==> config.mk <==
export PLATFORM = sky130hd
export DESIGN_NAME = fifo_drain_flat
export DESIGN_NICKNAME = d
export VERILOG_FILES = /design/src/rtl/fifo_drain_if.sv /design/src/rtl/fifo_drain.sv /design/src/flat_wrapper.sv
export SDC_FILE = /design/constraint.sdc
export NUM_CORES = 1
export LEC_CHECK = 0
export ABC_AREA = 1
export CAP_MARGIN = 25
export CELL_PAD_IN_SITES_DETAIL_PLACEMENT = 1
export CELL_PAD_IN_SITES_GLOBAL_PLACEMENT = 1
export CORE_MARGIN = 4
export CORE_UTILIZATION = 39
export DETAILED_ROUTE_END_ITERATION = 12
export PLACE_DENSITY_LB_ADDON = 0.1
export RECOVER_POWER = 50
export SLEW_MARGIN = 20
export SYNTH_ARGS = -nofsm -noshare
export SYNTH_HDL_FRONTEND = slang
export SYNTH_SLANG_ARGS = --single-unit
==> constraint.sdc <==
create_clock -name clock -period 6.8 [get_ports clock]
set_input_delay 0.68 -clock clock [delete_from_list [all_inputs] [get_ports clock]]
set_output_delay 0.68 -clock clock [all_outputs]
set_load 0.03 [all_outputs]
==> src/rtl/fifo_drain_if.sv <==
// fifo_drain_if: sfifo read port plus downstream valid/ready stream of fifo_drain
// master: the drain block (pops sfifo, drives out_*); slave: the sfifo and downstream sink
interface fifo_drain_if #(
  parameter int WIDTH = 8,
  parameter int CNT_BITS = 4
);
  logic fifo_empty;
  logic [CNT_BITS:0] fifo_counter;
  logic [WIDTH-1:0] fifo_data;
  logic fifo_read_n;
  logic [WIDTH-1:0] out_data;
  logic out_valid;
  logic out_ready;
  modport master (
    input fifo_empty, fifo_counter, fifo_data, out_ready,
    output fifo_read_n, out_data, out_valid
  );
  modport slave (
    output fifo_empty, fifo_counter, fifo_data, out_ready,
    input fifo_read_n, out_data, out_valid
  );
endinterface

==> src/rtl/fifo_drain.sv <==
// fifo_drain: drains an sfifo in threshold-sized bursts or fully on flush into a 2-entry valid/ready output buffer
// clock/reset: rising-edge clock, synchronous active-high reset
// enable/flush/threshold: burst permission, full-drain request, burst trigger level and length
// bus: sfifo pop port (fifo_*) and downstream stream (out_*); busy: not IDLE; words_sent: wrapping transfer count
module fifo_drain #(
  parameter int WIDTH = 8,
  parameter int CNT_BITS = 4
) (
  input  logic                clock,
  input  logic                reset,
  input  logic                enable,
  input  logic                flush,
  input  logic [CNT_BITS:0]   threshold,
  fifo_drain_if.master        bus,
  output logic                busy,
  output logic [15:0]         words_sent
);
  typedef enum logic [1:0] {IDLE, DRAIN, FLUSH, WAIT} state_t;
  state_t state;
  logic pending, rd_ptr, wr_ptr, pop, xfer;
  logic [1:0] buf_count;
  logic [2:0] occ;
  logic [CNT_BITS:0] burst;
  logic [WIDTH-1:0] buf_mem [2];
  assign xfer = bus.out_valid & bus.out_ready;
  // occupancy the buffer will have after this edge; a pop is safe only if a slot remains for its data next cycle
  assign occ = {1'b0, buf_count} + {2'b0, pending} - {2'b0, xfer};
  assign pop = !reset && (state == DRAIN || state == FLUSH) && !bus.fifo_empty && occ < 3'd2;
  assign bus.fifo_read_n = !pop;
  assign bus.out_valid = buf_count != 2'd0;
  assign bus.out_data = buf_mem[rd_ptr];
  assign busy = state != IDLE;
  always_ff @(posedge clock)
    if (reset) begin
      state <= IDLE;
      pending <= 1'b0;
      rd_ptr <= 1'b0;
      wr_ptr <= 1'b0;
      buf_count <= 2'd0;
      burst <= '0;
      buf_mem[0] <= '0;
      buf_mem[1] <= '0;
      words_sent <= '0;
    end else begin
      pending <= pop;
      buf_count <= occ[1:0];
      words_sent <= words_sent + {15'd0, xfer};
      rd_ptr <= rd_ptr ^ xfer;
      wr_ptr <= wr_ptr ^ pending;
      if (pending) buf_mem[wr_ptr] <= bus.fifo_data;
      case (state)
        IDLE:
          if (flush) state <= FLUSH;
          else if (enable && threshold != '0 && bus.fifo_counter >= threshold) begin
            state <= DRAIN;
            burst <= threshold;
          end
        DRAIN: begin
          burst <= burst - {{CNT_BITS{1'b0}}, pop};
          if (flush) begin
            state <= FLUSH;
            burst <= '0;
          end else if (!enable || (pop && burst == (CNT_BITS+1)'(1))) state <= WAIT;
        end
        FLUSH: if (bus.fifo_empty && !pop) state <= WAIT;
        WAIT: if (!pending && buf_count == 2'd0) state <= IDLE;
      endcase
    end
endmodule
==> src/flat_wrapper.sv <==
// flat-port wrapper written by rule: the top's interface ports become plain ports
module fifo_drain_flat 
#(
  parameter int WIDTH = 8,
  parameter int CNT_BITS = 4
)
  (clock, reset, enable, flush, threshold, busy, words_sent, bus_fifo_empty, bus_fifo_counter, bus_fifo_data, bus_out_ready, bus_fifo_read_n, bus_out_data, bus_out_valid);
  fifo_drain_if #(.WIDTH(WIDTH), .CNT_BITS(CNT_BITS)) bus_i ();
  input  logic clock;
  input  logic reset;
  input  logic enable;
  input  logic flush;
  input  logic [CNT_BITS:0] threshold;
  output logic busy;
  output logic [15:0] words_sent;
  input wire logic [$bits(bus_i.fifo_empty)-1:0] bus_fifo_empty;
  input wire logic [$bits(bus_i.fifo_counter)-1:0] bus_fifo_counter;
  input wire logic [$bits(bus_i.fifo_data)-1:0] bus_fifo_data;
  input wire logic [$bits(bus_i.out_ready)-1:0] bus_out_ready;
  output wire logic [$bits(bus_i.fifo_read_n)-1:0] bus_fifo_read_n;
  output wire logic [$bits(bus_i.out_data)-1:0] bus_out_data;
  output wire logic [$bits(bus_i.out_valid)-1:0] bus_out_valid;
  assign bus_i.fifo_empty = bus_fifo_empty;
  assign bus_i.fifo_counter = bus_fifo_counter;
  assign bus_i.fifo_data = bus_fifo_data;
  assign bus_i.out_ready = bus_out_ready;
  assign bus_fifo_read_n = bus_i.fifo_read_n;
  assign bus_out_data = bus_i.out_data;
  assign bus_out_valid = bus_i.out_valid;
  fifo_drain #(.WIDTH(WIDTH), .CNT_BITS(CNT_BITS)) u_core (.clock(clock), .reset(reset), .enable(enable), .flush(flush), .threshold(threshold), .bus(bus_i), .busy(busy), .words_sent(words_sent));
endmodule
### Word-level counts from Yosys, hierarchy flattened

Memories as Yosys holds them, arrays and structs flattened. A register that Yosys moved wholly into a read port is not among the register bits.
Index checks and enable logic that the tools add are counted.

* memory bits (writable): 16
* bits in registers: 28
* output and inout bits: 27
* memories: 1

Memories
* u_core.buf_mem: words 2, width 8, read ports 1, clocked after memory_dff 1, write ports 2, RTL line fifo_drain.sv:24 `logic [WIDTH-1:0] buf_mem [2];`

* $lt $le $gt $ge: 2
* add/subtract/negate cells: 4
* bitwise logic cells: 3
* eq/ne operators: 10
* mux-type cells: 20
* reduce and logical (&&, ||, !) cells: 24

Operator list (number)
* $add 16x1->16: 1
* $mux 5: 3
* $mux 2: 6
* $pmux 5 s2: 1
* $logic_and 1x1->1: 8
* $mux 1: 8
* $mux 8: 1
* $pmux 2 s4: 1
* $reduce_or 8->1: 1
* $reduce_bool 2->1: 3
* $eq 5x1->1 const B: 1
* $ge 5x5->1: 1
* $logic_not 1->1: 5
* $reduce_bool 5->1: 1
* $sub 5x1->5: 1
* $eq 2x2->1 const B: 2
* $logic_not 2->1: 2
* $ne 2x1->1 const B: 2
* $ne 2x2->1 const B: 2
* $reduce_and 4->1: 1
* $add 2x1->3: 1
* $lt 3x2->1 const B: 1
* $ne 3x2->1 const B: 1
* $ne 3x3->1 const B: 1
* other kinds (6): 8

### Logic depth before layout (Yosys ltp)

Gate-level depths: netlist (run 1).

* depth after elaboration: 10
* depth in mapped cells: 18
* mapped depth without buffers: 18

### Worst setup path after synthesis (run 1)

Ideal clock, no wire load.

* path kind: in2reg
* from: in bus_out_ready
* to: reg u_core.burst[2]
* cell stages on the path: 16
* arrival: 2.645 ns
* required time: 6.684 ns
* slack: 4.040 ns
* cell sequence: nand2_4 -> xor2_1 -> ha_1 -> inv_1 -> fa_1 -> nand2_1 -> inv_1 -> nand2_1 -> nor2_1 -> ha_1 -> ha_1 -> a21oi_1 -> o21ai_0 -> o21ai_0 -> o21ai_0 -> nor2_1

* longest elaborated chain between the ends: 7

Ends and longest elaborated chain
* start, declared: RTL line flat_wrapper.sv:19 `input wire logic [$bits(bus_i.out_ready)-1:0] bus_out_ready;`
* $and 1x1->1: RTL line fifo_drain.sv:25 `assign xfer = bus.out_valid & bus.out_ready;`
* $sub 3x1->3: RTL line fifo_drain.sv:27 `assign occ = {1'b0, buf_count} + {2'b0, pending} - {2'b0, xfer};`
* $lt 3x2->1: RTL line fifo_drain.sv:28 `assign pop = !reset && (state == DRAIN || state == FLUSH) && !bus.fifo_empty && occ < 3'd2;`
* $logic_and 1x1->1: RTL line fifo_drain.sv:28
* via u_core.pop: RTL line fifo_drain.sv:20 `logic pending, rd_ptr, wr_ptr, pop, xfer;`
* $sub 5x1->5: RTL line fifo_drain.sv:59 `burst <= burst - {{CNT_BITS{1'b0}}, pop};`
* $mux 5: RTL line fifo_drain.sv:60 `if (flush) begin`
* $pmux 5 s2: RTL line fifo_drain.sv:51 `case (state)`
* end signal, assigned: RTL line fifo_drain.sv:56 `burst <= threshold;`
* end signal, assigned: RTL line fifo_drain.sv:59
* end, declared: RTL line fifo_drain.sv:23 `logic [CNT_BITS:0] burst;`

The timed path passes the listed nets, and every way through them passes these cells.
A chain may end at the register's enable or synchronous reset.

### Worst setup path after layout (run 1)

* from: in bus_out_ready
* to: out bus_fifo_read_n

* longest elaborated chain between the ends: 5

Ends and longest elaborated chain
* $and 1x1->1: RTL line fifo_drain.sv:25
* $sub 3x1->3: RTL line fifo_drain.sv:27
* $lt 3x2->1: RTL line fifo_drain.sv:28
* $logic_and 1x1->1: RTL line fifo_drain.sv:28
* via u_core.pop: RTL line fifo_drain.sv:20
* $logic_not 1->1: RTL line fifo_drain.sv:29 `assign bus.fifo_read_n = !pop;`
* end, declared: RTL line flat_wrapper.sv:20 `output wire logic [$bits(bus_i.fifo_read_n)-1:0] bus_fifo_read_n;`

The timed path passes the listed nets, and every way through them passes these cells.

==> impl_metrics.env, run 1 <==
export IMPL_cts_clk_slew_worst_paths_ns=0.08
export IMPL_synth_seq_area_share_pct=44.0
export IMPL_worst_pin_slew_ns=0.597
export IMPL_cp_end_kind="primary output"
export IMPL_grt_usage_pct=16.9
export IMPL_yosys_warnings=0
export IMPL_synth_main_ff_cell="dfxtp_1"
export IMPL_slowest_stage="clkdlybuf4s50_1"
export IMPL_globalRouteMet1Util_pct=19.9
export IMPL_syn_area_per_cell_um2=7.63
export IMPL_rsz0062_at_grt="no"
export IMPL_hp_class="flip-flop to flip-flop"
export IMPL_die_width_um=85.9
export IMPL_fin_ws_ns=2.82
export IMPL_overflow=0
export IMPL_vias=2146
export IMPL_cp_arrival_ns=3.30
export IMPL_fin_crit_sh_pct=58.5
export IMPL_cts_tree="yes"
export IMPL_io_buffers=50
export IMPL_antenna_cells=0
export IMPL_cts_sinks=44
export IMPL_status="completed"
export IMPL_rows=28
export IMPL_area_delta_synth_final_pct=27.9
export IMPL_hpwl_mm=4.52
export IMPL_wl_mm=5.68
export IMPL_grt_busiest_layer="met2"
export IMPL_gr_usage_met2_pct=30.3
export IMPL_power_density_nw_per_um2=291
export IMPL_crit_family="buffers and inverters"
export IMPL_async_flop_share_pct=0
export IMPL_antenna_found_initial=0
export IMPL_fin_skew_ns=0.00615
export IMPL_via_per_inst=4.88
export IMPL_grtUsageMet3_pct=3.17
export IMPL_postRouteAntennaNets=0
export IMPL_cts_buffers_inserted=5
export IMPL_drt_iter0_markers=49
export IMPL_clk_latency_ns=0.30
export IMPL_cts_resized_gates=0
export IMPL_finalHoldViolations=0
export IMPL_die_h_um=85.9
export IMPL_grt_pass1_wl_mm=9.88
export IMPL_h_tree_depth=2
export IMPL_slew_viol_final=0
export IMPL_layout_min_cycle_time_ns=3.98
export IMPL_hp_start="u_core.words_sent[14]"
export IMPL_setup_viol=0
export IMPL_die_area_um2=7370
export IMPL_ctsHoldBuffers=0
export IMPL_initial_core_util_pct=40.2
export IMPL_gp_congestion=0.774
export IMPL_path_max_fanout=7
export IMPL_maxCapViolCount=0
export IMPL_firstDrtPassIters=4
export IMPL_drive_above_1_share_pct=3.84
export IMPL_max_vdd_ir_drop_mv=0.129
export IMPL_dpl_worst_slack_ns=2.95
export IMPL_grt_max_degree=19
export IMPL_ys_ff_latch=44
export IMPL_cts_buffer_depth=2
export IMPL_wl_per_cell_um=12.9
export IMPL_power_leakage_nw=1.43
export IMPL_startpoint="bus_out_ready"
export IMPL_cpPeakStageDelay_ns=0.59
export IMPL_syn_num_nets=348
export IMPL_critPathBufInv=5
export IMPL_pin_count=51
export IMPL_grt_pass1_vias=2241
export IMPL_hold_ws_ns=0.469
export IMPL_fin_nets=402
export IMPL_fin_setup_tns_ns=0
export IMPL_synthDistinctLibCells=33
export IMPL_relSlewSlack_pct=60.1
export IMPL_fmax_ghz=0.251
export IMPL_worstPathRequired_ns=6.12
export IMPL_cts_setup_buffers=0
export IMPL_synth_edf_count=16
export IMPL_root_buffer="clkbuf_8"
export IMPL_syn_inst=310
export IMPL_cp_start_kind="primary input"
export IMPL_coreArea_um2=5890
export IMPL_synth_area_um2=2360
export IMPL_crit_chain="dlygate4sd3_1, nand2_1, xor2_1, ha_1, inv_1, fa_1, nand2_1, inv_1, nand2_1, nor2_1, inv_1, clkdlybuf4s50_1"
export IMPL_critPathKind="primary input to primary output"
export IMPL_drc=0
export IMPL_rr_startpoint="u_core.buf_count[1]"
## power breakdown
part           total, mW  internal [mW]  leakage [nW]  switching (mW)
registers          0.341          0.310         0.393          0.0303
clock network      0.207          0.111        0.0548          0.0961
logic              0.333          0.125         0.985           0.208
## cell families (layout without fill, tap and decap cells)
group | Yosys count | count (layout) | share of synthesized area [%]
buffers and inverters | 60 | 115 | 9.73
and+or+nand+nor | 148 | 148 | 28.4
xor gates and xnor gates | 2 | 2 | 0.741
AOI/OAI and AO/OA | 42 | 42 | 9.36
adders and majority gates | 14 | 14 | 7.73
DFF | 44 | 44 | 44.0
## flip-flops by register name, summed over array words and instances, names as in the netlist
register,cells
u_core.buf_count,2
u_core.rd_ptr,1
u_core.state,2
u_core.buf_mem,16
u_core.words_sent,16
u_core.pending,1
u_core.burst,5
u_core.wr_ptr,1
## routing by layer
| metal | share of wire, % | routed length [um] |
|---|---|---|
| met5 | 0 | 0 |
| met4 | 1.6 | 90 |
| met3 | 2.7 | 152 |
| met2 | 51 | 2910 |
| met1 | 44 | 2520 |
## area by class of cell
class / instances / area (um^2)
Clock buffer: 5 / 68.8
Clock inverter: 3 / 46.3
Fill cell: 754 / 2860
Inverter: 57 / 214
Multi-Input combinational cell: 206 / 1060
Sequential cell: 44 / 1040
Tap cell: 75 / 93.8
Timing Repair Buffer: 50 / 500
## worst paths after layout
check | slack [ns] | to | cells after the start
worst max-delay path | 2.82 | bus_fifo_read_n | 12
worst min-delay path | 0.47 | u_core.words_sent[14] | 2
worst max register to register | 3.85 | u_core.burst[2] | 18
worst min register to register | 0.47 | u_core.words_sent[14] | 2
## Yosys cell counts, types with 2 or more instances
| master | n | area share [%] |
|---|---|---|
| nand2_1 | 71 | 11 |
| inv_1 | 53 | 8.4 |
| nor2_1 | 43 | 6.8 |
| dfxtp_1 | 28 | 24 |
| a21oi_1 | 21 | 4.4 |
| edfxtp_1 | 16 | 20 |
| ha_1 | 13 | 6.9 |
| o21ai_0 | 13 | 2.8 |
| nand3_1 | 10 | 2.1 |
| nand4_1 | 6 | 1.6 |
| nand2_4 | 4 | 1.9 |
| o22ai_1 | 4 | 1.1 |
| clkinv_1 | 3 | 0.48 |
| nor3_1 | 3 | 0.63 |
| nand3b_1 | 2 | 0.63 |
| nor2_4 | 2 | 0.95 |
| xor2_1 | 2 | 0.74 |
## per-stage QoR
step	cells	area [um^2]	total power [mW]	util, %
finish	440	3020	0.881	51.4
global route	440	3020	0.953	51.4
CTS	440	3060	0.907	52.0
detailed placement	432	2940	0.699	50.0
global placement	432	2940	0.690	50.0
floorplan	310	2360	0.582	-
## layout by cell type (no fill, tap or decap), drive strengths merged
cell            n
a31oi           1
a22oi           1
dlygate4sd3    25
clkinv          3
o21ai          14
fa              1
nand3b          2
nor3b           1
a21oi          21
bufinv          1
nor2           47
nand4           6
ha             13
clkinvlp        1
inv            55
edfxtp         16
o21a            1
nand2          76
nor4            1
clkdlybuf4s50  25
or2             1
or3             1
nand3          10
xor2            2
clkbuf          5
nor3            3
dfxtp          28
o22ai           4
## worst reg2reg max path, stage by stage (launching register included)
cell     delay, ns
dfxtp_1       0.41
inv_2         0.09
nand2_4       0.06
nand2_1       0.14
xor2_1        0.19
ha_1          0.16
inv_1         0.05
fa_1          0.50
nand2_1       0.06
inv_1         0.05
nand2_1       0.06
nor2_1        0.18
ha_1          0.21
ha_1          0.21
a21oi_1       0.08
o21ai_0       0.07
o21ai_0       0.10
o21ai_0       0.17
nor2_1        0.06
Power figures use the tool's default switching activity.
==> run 2, diff against run 1 <==
CORE_UTILIZATION = 36   (was 39)
clock period = 3.9 ns   (was 6.8 ns; I/O delays follow)
==> run 2 against run 1 <==
Compared with the run above:
- combinational power rose by 78%
- design area down 0.21%
- register-to-register slack got worse by 2.9 ns
- non-clock buffer count up 3
- setup slack got worse by 2.2 ns
- highest routed layer unchanged
- wire length rose by 0.92%
==> impl_metrics.env, run 2 (synthesis gave the netlist of run 1 again) <==
export IMPL_final_common_cell="nand2_1"
export IMPL_comb_power_share_pct=39.9
export IMPL_cpPeakStageDelay_ns=0.59
export IMPL_design_area_um2=3020
export IMPL_fin_skew_ns=0.0126
export IMPL_ctsHoldBuffers=0
export IMPL_pin_count=51
export IMPL_worst_pin_slew_ns=0.692
export IMPL_layout_min_cycle_time_ns=3.32
export IMPL_rsz0062_at_grt="no"
export IMPL_io_buffers=50
export IMPL_max_vdd_ir_drop_mv=0.269
export IMPL_p_seq_share_pct=40.0
export IMPL_finalHoldViolations=0
export IMPL_cts_resized_gates=0
export IMPL_crit_family="buffers and inverters"
export IMPL_firstDrtPassIters=4
export IMPL_clk_latency_ns=0.30
export IMPL_p_sw_share_pct=39.6
export IMPL_fin_setup_tns_ns=0
export IMPL_antenna_found_initial=0
export IMPL_maxCapViolCount=0
export IMPL_die_h_um=89.1
export IMPL_gp_congestion=0.801
export IMPL_postRouteAntennaNets=0
export IMPL_cts_buffers_inserted=5
export IMPL_hp_class="flip-flop to flip-flop"
export IMPL_cts_clk_slew_worst_paths_ns=0.09
export IMPL_dpl_cell_area_um2=2970
export IMPL_rows=29
export IMPL_fin_crit_sh_pct=85.2
export IMPL_h_tree_depth=2
export IMPL_reg_top3="u_core.buf_mem x16, u_core.words_sent x16, u_core.burst x5"
export IMPL_path_common_cell="inv_1"
export IMPL_setup_viol=0
export IMPL_critPathBufInv=5
export IMPL_critPathKind="flip-flop to primary output"
export IMPL_cts_sinks=44
export IMPL_cts_tree="yes"
export IMPL_wl_mm=5.73
export IMPL_coreArea_um2=6350
export IMPL_power_leakage_nw=1.40
export IMPL_drc=0
export IMPL_power_density_nw_per_um2=492
export IMPL_cp_end_kind="primary output"
export IMPL_path_max_fanout=7
export IMPL_overflow=0
export IMPL_die_width_um=89.1
export IMPL_cp_start_kind="flip-flop"
export IMPL_grt_pass1_vias=2135
export IMPL_slew_viol_final=0
export IMPL_fmax_ghz=0.301
export IMPL_clock_power_share_pct=20.2
export IMPL_crit_chain="inv_1, nand2_4, nand2_1, xor2_1, ha_1, inv_1, fa_1, nand2_1, inv_1, nand2_1, nor2_1, inv_1, clkdlybuf4s50_1"
export IMPL_hpwl_mm=4.45
export IMPL_drive_above_1_share_pct=3.80
export IMPL_mostFrequentLayoutCells="72 x nand2_1, 54 x inv_1, 45 x nor2_1"
export IMPL_p_int_uw=897
export IMPL_cts_setup_buffers=0
export IMPL_status="completed"
export IMPL_fin_nets=405
export IMPL_wl_per_cell_um=12.9
export IMPL_antenna_cells=0
export IMPL_root_buffer="clkbuf_8"
export IMPL_grt_pass1_wl_mm=9.61
export IMPL_die_area_um2=7930
export IMPL_slowest_stage="clkdlybuf4s50_1"
export IMPL_rr_startpoint="u_core.buf_count[1]"
export IMPL_hp_start="u_core.words_sent[15]"
export IMPL_cp_arrival_ns=2.93
export IMPL_drt_iter0_markers=66
export IMPL_relSlewSlack_pct=53.8
export IMPL_via_per_inst=4.74
export IMPL_grt_usage_pct=15.5
export IMPL_p_sw_uw=587
export IMPL_initial_core_util_pct=37.2
export IMPL_area_delta_synth_final_pct=27.6
export IMPL_cts_buffer_depth=2
export IMPL_vias=2108
export IMPL_worstPathRequired_ns=3.51
export IMPL_grt_max_degree=16
export IMPL_startpoint="u_core.buf_count[1]"
## run 2: worst paths after layout
kind                                              end  cells after the start  slack, ns
worst min-delay path            u_core.words_sent[15]                      2       0.47
worst max-delay path                  bus_fifo_read_n                     13       0.58
worst min register to register  u_core.words_sent[15]                      2       0.47
worst max register to register        u_core.burst[2]                     18       0.92
## run 2: tightest hold or removal path, delay by kind of cell, from the launching register on
family          cells  cell delay, ns
simple gates        1            0.06
flops               1            0.33
compound gates      1            0.05
## run 2: through the flow
step           util [%]  setup WS, ns  total power [mW]  hold WS (ns)  instances
2_1_floorplan         -          1.28              1.01         0.448        310
3_3_place_gp       46.7         0.682              1.21         0.462        437
3_5_place_dp       46.7         0.640              1.22         0.461        437
4_1_cts            48.2         0.638              1.52         0.480        445
5_1_grt            47.5         0.350              1.61         0.499        445
6_report           47.5         0.578              1.48         0.474        445
## run 2: cell type report
| class | count | area [um^2] |
|---|---|---|
| tap | 77 | 96.3 |
| inverter | 57 | 214 |
| clock inverter | 3 | 23.8 |
| sequential | 44 | 1040 |
| clock buffer | 5 | 68.8 |
| multi-input combinational | 206 | 1060 |
| timing repair buffer | 53 | 512 |
| fill | 802 | 3330 |
## run 2: metal layers
metal  vias up  share of wire (%)  track usage [%]
met3         7                4.0             2.95
met4         0                1.3             5.41
met1       975                 48             21.0
li1       1093                  -                -
met5         -                  0                0
met2        33                 47             25.0
## run 2: power groups by stage
stage / registers (mW) / clock network (mW) / logic (mW)
after floorplan: 0.591 / 0 / 0.423
after global placement: 0.603 / 0 / 0.605
after detailed placement: 0.606 / 0 / 0.615
after CTS: 0.595 / 0.309 / 0.617
after global routing: 0.604 / 0.329 / 0.673
final: 0.593 / 0.299 / 0.592
==> run 3, diff against run 2 <==
--- a/constraint.sdc
+++ b/constraint.sdc
@@ -3,2 +3,2 @@
 set_output_delay 0.39 -clock clock [all_outputs]
-set_load 0.03 [all_outputs]
+set_load 0.02 [all_outputs]
==> run 3 against run 2 <==
Compared with the run above:
- hold slack worse by 0.0046 ns
- sequential cell count stayed put
- non-clock buffer count is 2 lower
- critical endpoint unchanged
==> impl_metrics.env, run 3 (synthesis gave the netlist of run 1 again) <==
export IMPL_dp_cells=435
export IMPL_status="completed"
export IMPL_via_per_inst=4.73
export IMPL_path_max_fanout=7
export IMPL_relSlewSlack_pct=53.5
export IMPL_wl_met2_mm=2.69
export IMPL_initial_core_util_pct=37.2
export IMPL_cts_buffers_inserted=5
export IMPL_critPathKind="primary input to primary output"
export IMPL_fin_skew_ns=0.00741
export IMPL_p_sw_share_pct=37.2
export IMPL_antenna_found_initial=0
export IMPL_fillers=775
export IMPL_clock_power_share_pct=20.5
export IMPL_comb_power_share_pct=38.6
export IMPL_fmax_ghz=0.295
export IMPL_hold_depth=2
export IMPL_cts_buffer_depth=2
export IMPL_cpPeakStageDelay_ns=0.54
export IMPL_wl_mm=5.65
export IMPL_overflow=0
export IMPL_grt_max_degree=19
export IMPL_postRouteAntennaNets=0
export IMPL_design_area_um2=3010
export IMPL_grt_pass1_vias=2136
export IMPL_drc=0
export IMPL_cts_resized_gates=0
export IMPL_ff_latch_area_um2=1040
export IMPL_r2r_slack_ns=0.91
export IMPL_io_buffers=50
export IMPL_final_common_cell="nand2_1"
export IMPL_layout_min_cycle_time_ns=3.39
export IMPL_firstDrtPassIters=4
export IMPL_h_tree_depth=2
export IMPL_drt_iter0_markers=49
export IMPL_fin_ws_ns=0.509
export IMPL_pin_count=51
export IMPL_routed_top_layer="met4"
export IMPL_p_sw_uw=540
export IMPL_rsz0062_at_grt="no"
export IMPL_fin_nets=403
export IMPL_ctsHoldBuffers=0
export IMPL_grt_usage_pct=15.4
export IMPL_fin_setup_tns_ns=0
export IMPL_worst_pin_slew_ns=0.698
export IMPL_min_to="u_core.words_sent[14]"
export IMPL_root_buffer="clkbuf_8"
export IMPL_fin_crit_sh_pct=86.9
export IMPL_antenna_cells=0
export IMPL_met3_length_um=208
export IMPL_dpl_worst_slack_ns=0.610
export IMPL_hpwl_mm=4.40
export IMPL_slew_viol_final=0
export IMPL_die_h_um=89.1
export IMPL_cts_clk_slew_worst_paths_ns=0.08
export IMPL_vias=2095
export IMPL_critPathBufInv=5
export IMPL_mostFrequentLayoutCells="72 x nand2_1, 53 x inv_1, 47 x nor2_1"
export IMPL_cts_setup_buffers=0
export IMPL_clk_latency_ns=0.29
export IMPL_hp_start="u_core.words_sent[14]"
export IMPL_wl_met1_mm=2.70
export IMPL_die_width_um=89.1
export IMPL_fin_cells=443
export IMPL_area_delta_synth_final_pct=27.1
export IMPL_cts_sinks=44
export IMPL_cp_arrival_ns=3.00
export IMPL_worstPathRequired_ns=3.51
export IMPL_crit_family="buffers and inverters"
export IMPL_drive_above_1_share_pct=3.55
export IMPL_reg_top3="u_core.buf_mem x16, u_core.words_sent x16, u_core.burst x5"
export IMPL_grt_pass1_wl_mm=9.63
export IMPL_hp_class="flip-flop to flip-flop"
export IMPL_multi_input_area_um2=1050
export IMPL_power_leakage_nw=1.41
export IMPL_startpoint="bus_out_ready"
export IMPL_maxCapViolCount=0
export IMPL_wl_per_cell_um=12.7
export IMPL_die_area_um2=7930
export IMPL_final_util_pct=47.3
export IMPL_max_vdd_ir_drop_mv=0.241
export IMPL_rr_startpoint="u_core.buf_count[0]"
export IMPL_regToRegEndpoint="u_core.burst[3]"
export IMPL_setup_viol=0
export IMPL_p_int_uw=911
export IMPL_slowest_stage="clkdlybuf4s50_1"
export IMPL_gp_congestion=0.790
export IMPL_crit_chain="dlygate4sd3_1, nand2_1, xor2_1, ha_1, inv_1, fa_1, nand2_1, inv_1, nand2_1, nor2_1, inv_1, clkdlybuf4s50_1"
export IMPL_rows=29
export IMPL_cts_tree="yes"
export IMPL_finalHoldViolations=0
export IMPL_p_seq_share_pct=40.9
export IMPL_coreArea_um2=6350
export IMPL_cp_start_kind="primary input"
export IMPL_dpl_cell_area_um2=2950
export IMPL_rr_worst_depth=18
export IMPL_cp_end_kind="primary output"
export IMPL_power_density_nw_per_um2=483
## run 3: per-stage QoR
step,total power [mW],hold slack [ns]
final,1.45,0.470
after global routing,1.58,0.517
after CTS,1.49,0.482
after detailed placement,1.19,0.467
after global placement,1.18,0.459
after floorplan,0.984,0.448
## run 3: worst max-delay path by stage
| stage | cells past startpoint | slack (ns) | to |
|---|---|---|---|
| after floorplan | 18 | 1.31 | u_core.burst[2] |
| after global placement | 12 | 0.74 | bus_fifo_read_n |
| after detailed placement | 17 | 0.61 | u_core.burst[2] |
| after CTS | 12 | 0.63 | bus_fifo_read_n |
| after global routing | 12 | 0.32 | bus_fifo_read_n |
| final | 12 | 0.51 | bus_fifo_read_n |
## run 3: final cells by class
| cell class | instances | area share [%] |
|---|---|---|
| multi-input cells | 206 | 35.0 |
| flip-flops and latches | 44 | 34.6 |
| repair buffers | 51 | 16.8 |
| inverters | 57 | 7.12 |
| well taps | 77 | 3.21 |
| clock buffers | 6 | 2.75 |
| clock inverters | 2 | 0.500 |
## run 3: worst reg2reg max path: stages, from the launching register on
cell,delay (ns)
dfxtp_1,0.34
inv_1,0.11
nand2_4,0.05
nand2_1,0.19
xor2_1,0.21
ha_1,0.17
inv_1,0.05
fa_1,0.50
nand2_1,0.05
inv_1,0.05
nand2_1,0.05
nor2_1,0.19
ha_1,0.22
nor3b_1,0.31
nand2_1,0.09
nand2_1,0.07
o22ai_1,0.06
nand2_1,0.08
a21oi_1,0.05
## run 3: power by group through the flow
stage	clock (mW)	sequential, mW	combinational, mW
finish	0.298	0.594	0.559
global route	0.326	0.604	0.646
CTS	0.309	0.595	0.588
detailed placement	0	0.605	0.585
global placement	0	0.603	0.575
floorplan	0	0.589	0.395
## run 3: metal layers
metal	global-route usage, %	up-vias
met5	0	-
met4	3.65	0
met3	3.13	7
met2	25.4	32
met1	20.8	965
li1	-	1091
